File: config.mk
export PLATFORM = sky130hd
export DESIGN_NAME = quant_coeff_writer
export DESIGN_NICKNAME = d
export VERILOG_FILES = /design/src/rtl/quant_coeff_writer_pkg.sv /design/src/rtl/quant_coeff_writer_ctrl_edge_sync.sv /design/src/rtl/quant_coeff_writer.sv
export SDC_FILE = /design/constraint.sdc
export NUM_CORES = 1
export LEC_CHECK = 0
export ABC_CLOCK_PERIOD_IN_PS = 2600
export CAP_MARGIN = 40
export CORE_UTILIZATION = 46
export CTS_BUF_LIST = sky130_fd_sc_hd__clkbuf_4 sky130_fd_sc_hd__clkbuf_8
export DETAILED_ROUTE_END_ITERATION = 10
export PLACE_DENSITY = 0.87
export SLEW_MARGIN = 20
export SYNTH_ARGS = -nofsm -noshare
export SYNTH_HDL_FRONTEND = slang
export SYNTH_HIERARCHICAL = 1
export SYNTH_SLANG_ARGS = --single-unit
File: constraint.sdc
create_clock -name user_clk -period 2.6 [get_ports user_clk]
set_clock_uncertainty 0.05 [all_clocks]
set_input_delay 0.78 -clock user_clk [delete_from_list [all_inputs] [get_ports user_clk]]
set_output_delay 0.78 -clock user_clk [all_outputs]
set_load 0.01 [all_outputs]
File: src/rtl/quant_coeff_writer_pkg.sv
// Shared types and bit positions for the coefficient RAM writer.
package quant_coeff_writer_pkg;

  typedef enum logic [1:0] {
    IDLE  = 2'd0,
    WRITE = 2'd1,
    DONE  = 2'd2
  } state_e;

  localparam int BUSY_BIT = 0;
  localparam int DONE_BIT = 1;
  localparam int OVR_BIT  = 2;

  localparam int TRIG_BIT = 0;
  localparam int RAMP_BIT = 1;
  localparam int LEN_LSB  = 8;
  localparam int LEN_MSB  = 15;

  localparam int CNT_W    = 16;

endpackage

File: src/rtl/quant_coeff_writer_ctrl_edge_sync.sv
// Brings the software trigger bit into the local clock domain and flags its rising edge.
module ctrl_edge_sync (
  input  logic clk,
  input  logic rst_n,
  input  logic trig_in,
  output logic trig_evt
);

  logic       s1_q, s2_q, s3_q;
  logic       s3_d;
  logic [1:0] warm_q, warm_d;

  // The history flop samples the raw input once after reset and holds it until
  // the synchroniser has filled, so a level already high out of reset is not an edge.
  always_comb begin
    warm_d = (warm_q == 2'd2) ? warm_q : warm_q + 2'd1;
    case (warm_q)
      2'd0:    s3_d = trig_in;
      2'd1:    s3_d = s3_q;
      default: s3_d = s2_q;
    endcase
  end

  always_ff @(posedge clk or negedge rst_n) begin
    if (!rst_n) begin
      s1_q   <= 1'b0;
      s2_q   <= 1'b0;
      s3_q   <= 1'b0;
      warm_q <= 2'd0;
    end else begin
      s1_q   <= trig_in;
      s2_q   <= s1_q;
      s3_q   <= s3_d;
      warm_q <= warm_d;
    end
  end

  assign trig_evt = s2_q & ~s3_q;

endmodule

File: src/rtl/quant_coeff_writer.sv
// Writes a software-described burst of coefficient words into a RAM, one per cycle.
module quant_coeff_writer
  import quant_coeff_writer_pkg::*;
#(
  parameter int ADDR_W = 10,
  parameter int DATA_W = 32
) (
  input  logic              user_clk,
  input  logic              user_rst_n,
  input  logic [31:0]       reg_addr,
  input  logic [31:0]       reg_data,
  input  logic [31:0]       reg_ctrl,
  output logic              coeff_we,
  output logic [ADDR_W-1:0] coeff_addr,
  output logic [DATA_W-1:0] coeff_data,
  output logic [31:0]       status
);

  state_e            state_q, state_d;
  logic              we_q, we_d;
  logic [ADDR_W-1:0] addr_q, addr_d;
  logic [DATA_W-1:0] data_q, data_d;
  logic [7:0]        rem_q, rem_d;
  logic              ramp_q, ramp_d;
  logic              busy_q, busy_d;
  logic              done_q, done_d;
  logic              ovr_q, ovr_d;
  logic [CNT_W-1:0]  cnt_q, cnt_d;
  logic              trig_evt;

  ctrl_edge_sync u_sync (
    .clk      (user_clk),
    .rst_n    (user_rst_n),
    .trig_in  (reg_ctrl[TRIG_BIT]),
    .trig_evt (trig_evt)
  );

  // The first word is loaded together with the IDLE->WRITE step so coeff_we rises
  // in the same cycle the FSM enters WRITE.
  always_comb begin
    state_d = state_q;
    we_d    = we_q;
    addr_d  = addr_q;
    data_d  = data_q;
    rem_d   = rem_q;
    ramp_d  = ramp_q;
    busy_d  = busy_q;
    done_d  = done_q;
    ovr_d   = ovr_q;
    case (state_q)
      IDLE: begin
        if (trig_evt) begin
          state_d = WRITE;
          we_d    = 1'b1;
          addr_d  = reg_addr[ADDR_W-1:0];
          data_d  = reg_data[DATA_W-1:0];
          rem_d   = reg_ctrl[LEN_MSB:LEN_LSB];
          ramp_d  = reg_ctrl[RAMP_BIT];
          busy_d  = 1'b1;
          done_d  = 1'b0;
          ovr_d   = 1'b0;
        end
      end
      WRITE: begin
        addr_d = addr_q + 1'b1;
        if (ramp_q) data_d = data_q + 1'b1;
        if (rem_q == 8'd0) begin
          state_d = DONE;
          we_d    = 1'b0;
          busy_d  = 1'b0;
          done_d  = 1'b1;
        end else begin
          rem_d = rem_q - 8'd1;
        end
        if (trig_evt) ovr_d = 1'b1;
      end
      DONE: begin
        state_d = IDLE;
        if (trig_evt) ovr_d = 1'b1;
      end
      default: state_d = IDLE;
    endcase
  end

  always_comb begin
    cnt_d = cnt_q;
    if (we_q && (cnt_q != {CNT_W{1'b1}})) cnt_d = cnt_q + 1'b1;
  end

  always_ff @(posedge user_clk or negedge user_rst_n) begin
    if (!user_rst_n) begin
      state_q <= IDLE;
      we_q    <= 1'b0;
      addr_q  <= '0;
      data_q  <= '0;
      rem_q   <= '0;
      ramp_q  <= 1'b0;
      busy_q  <= 1'b0;
      done_q  <= 1'b0;
      ovr_q   <= 1'b0;
      cnt_q   <= '0;
    end else begin
      state_q <= state_d;
      we_q    <= we_d;
      addr_q  <= addr_d;
      data_q  <= data_d;
      rem_q   <= rem_d;
      ramp_q  <= ramp_d;
      busy_q  <= busy_d;
      done_q  <= done_d;
      ovr_q   <= ovr_d;
      cnt_q   <= cnt_d;
    end
  end

  assign coeff_we   = we_q;
  assign coeff_addr = addr_q;
  assign coeff_data = data_q;

  always_comb begin
    status           = '0;
    status[BUSY_BIT] = busy_q;
    status[DONE_BIT] = done_q;
    status[OVR_BIT]  = ovr_q;
    status[31:16]    = cnt_q;
  end

  // Address/data bits above the configured widths and unused control bits.
  logic unused_inputs;
  assign unused_inputs = ^{reg_addr, reg_data, reg_ctrl};

endmodule

==> impl_metrics.tcl <==
set metrics [dict create \
    synth-edff-count 0 \
    critPathCaptureType "output port" \
    cts_sinks 77 \
    worstSetupStartpointType "flip-flop" \
    clk_latency_ns 0.35 \
    grt.total_usage_pct 23.5 \
    synth_async_sr_flop_share_pct 100 \
    yosys-top-cells-area "dfrtp_1 41%, mux2i_1 5.6%, a21oi_1 4.9%" \
    syn_area_sq_um 4660 \
    tns_ns 0 \
    ant_nets 0 \
    syn_avg_cell_area_sq_um 9.01 \
    synth_cells 517 \
    ys_seq_elements 77 \
    cts_setup_buffers 0 \
    worst_slack_ns 0.217 \
    synth_flop_cell "dfrtp_1" \
    yosysSeqAreaShare_pct 41.4 \
    synthMostInstantiatedCell "dfrtp_1" \
    max_slew_margin_pct 51.1 \
    pwr_density_cell_nw_per_um2 1110 \
    die_area_sq_um 10500 \
    num_antenna_cells 0 \
    die_y_microns 103 \
    synth_top_area_cell "dfrtp_1" \
    dpl.hpwl_microns 8760 \
    cp_max_fo 11 \
    hp-class "reg2reg" \
    gr-total-overflow 0 \
    die_w_microns 103 \
    peakVddDrop_mv 0.643 \
    setup_violations 0 \
    crit_cells 1 \
    rows 36 \
    path_clk_slew_ns 0.09 \
    cts_resized 0 \
    ctsHtreeMaxLevel 3 \
    grt_pass1_vias 4077 \
    synth_top_cells_by_count "77 x dfrtp_1, 46 x a21oi_1, 45 x nand2_1, 33 x o21ai_0, 31 x nor2_1" \
    post-route-drc-count 0 \
    synth.distinct_cells 54 \
    vias 4409 \
    detailedRoute.firstPassIterationCount 4 \
    cp_top_family "buffers and inverters" \
    whs_path_depth 0 \
    hold_buffers 0 \
    io_buffer_count 115 \
    core_area_sq_um 9770 \
    pre_cts_ws_ns 0.345 \
    leakage_nw 2.54 \
    critPathBufInv 1 \
    grt_max_degree 53 \
    drive_gt1_share_pct 8.85 \
    avgViaCountPerCell 5.76 \
    grt_pass1_wl_microns 19300 \
    antenna_found_initial 0 \
    cts_buffers 9 \
    slew_violations 0 \
    first_iter_violations 156 \
    max-cap-violations 0 \
    hold_viol 0 \
    rsz0062_at_grt "false" \
    ioPinCount 173 \
    slowest_delay_ns 0.62 \
    cts_tree "built" \
    crit_chain "clkdlybuf4s50_1" \
    tightest_slew_ns 0.730 \
    slowest_stage "clkdlybuf4s50_1" \
    critPathRequiredTime_ns 1.77 \
    cts_root_buffer "clkbuf_8" \
    wl_per_cell_microns 15.6 \
    cp.arrival_ns 1.55 \
    layout.nets 738 \
    status "completed" \
    gp_congestion 0.924 \
    clock_path_buffers 2 \
    period_needed_ns 2.38 \
    area_delta_synth_final_pct 31.3 \
    rr_worst_depth 9 \
    initial_core_util_pct 47.7 \
    fmax_ghz 0.420 \
    critPathKind "reg2out" \
    yosys_warnings 6 \
    netlist.area_leader.share_pct 41.4 \
    wirelength_microns 12000 \
    period_share_pct 91.7 \
]
-- cells by family (layout without fill, tap and decap cells) --
logic type      after synthesis  after routing  share of synthesized area [%]
simple gates                177            177                           19.8
compound gates              148            148                           19.4
flops                        77             77                           41.4
buf+inv                      55            159                           5.88
mux                          36             36                           8.08
fa+ha+maj                    12             12                           3.22
xor+xnor                     11             11                           2.07
other cells                   1             13                         0.0805
-- metal layers --
| layer | wire, microns | global-route usage [%] | share of wire [%] | vias up |
|---|---|---|---|---|
| met3 | 923 | 6.10 | 7.7 | 17 |
| li1 | - | - | - | 2107 |
| met4 | 168 | 7.25 | 1.4 | 0 |
| met2 | 5800 | 39.6 | 48 | 175 |
| met5 | 0 | 0 | 0 | - |
| met1 | 5080 | 29.4 | 42 | 2110 |
-- layout by cell type (no fill, tap or decap), types with 10 or more instances in the layout --
| cell | netlist | layout |
|---|---|---|
| a21oi_1 | 46 | 46 |
| a22oi_1 | 15 | 15 |
| and3_1 | 10 | 10 |
| buf_4 | 16 | 17 |
| clkdlybuf4s50_1 | 0 | 114 |
| conb_1 | 1 | 13 |
| dfrtp_1 | 77 | 77 |
| ha_1 | 12 | 11 |
| mux2i_1 | 26 | 26 |
| nand2_1 | 45 | 45 |
| nand3_1 | 29 | 29 |
| nand4_1 | 14 | 14 |
| nor2_1 | 31 | 31 |
| nor3_1 | 10 | 10 |
| o21ai_0 | 33 | 33 |
| o22ai_1 | 27 | 27 |
-- state kept, by name (all words and copies together), names as in the netlist --
name           cells
u_sync/warm_q      2
ovr_q              1
u_sync/s3_q        1
state_q            2
u_sync/s1_q        1
done_q             1
coeff_data        32
coeff_addr        10
ramp_q             1
cnt_q             16
u_sync/s2_q        1
rem_q              8
busy_q             1
-- path summary, 6_finish.rpt --
check / startpoint / end / slack, ns
worst max-delay path: busy_q / status[0] / 0.22
worst min-delay path: u_sync/s1_q / u_sync/s2_q / 0.30
worst max register to register: state_q[1] / rem_q[5] / 0.32
worst min register to register: u_sync/s1_q / u_sync/s2_q / 0.30
max in group asynchronous: user_rst_n / rem_q[6] / 1.49
min in group asynchronous: user_rst_n / coeff_data[31] / 0.41
-- final cells by class --
type	count	area [sq um]
fillers	843	3660
multi-input cells	397	2500
flip-flops and latches	77	1930
repair buffers	133	1300
well taps	133	166
clock buffers	9	124
clock inverters	7	57.6
inverters	10	37.5
-- power by group --
group | switching, mW | leakage [nW] | internal [mW]
Clock | 0.487 | 0.0881 | 0.360
Sequential | 0.696 | 0.914 | 1.69
Combinational | 1.80 | 1.54 | 1.78
Total | 2.98 | 2.54 | 3.83
-- metrics by stage --
stage / power, mW / hold WS, ns / area [sq um] / std cells / util (%)
CTS: 6.84 / 0.306 / 6120 / 766 / 62.6
floorplan: 4.49 / 0.281 / 4700 / 529 / -
detailed placement: 5.98 / 0.286 / 5940 / 750 / 60.7
global placement: 5.77 / 0.282 / 5920 / 748 / 60.5
global route: 7.37 / 0.311 / 6120 / 766 / 62.6
finish: 6.81 / 0.305 / 6120 / 766 / 62.6
No activity file was read; power rests on OpenSTA's default activity.
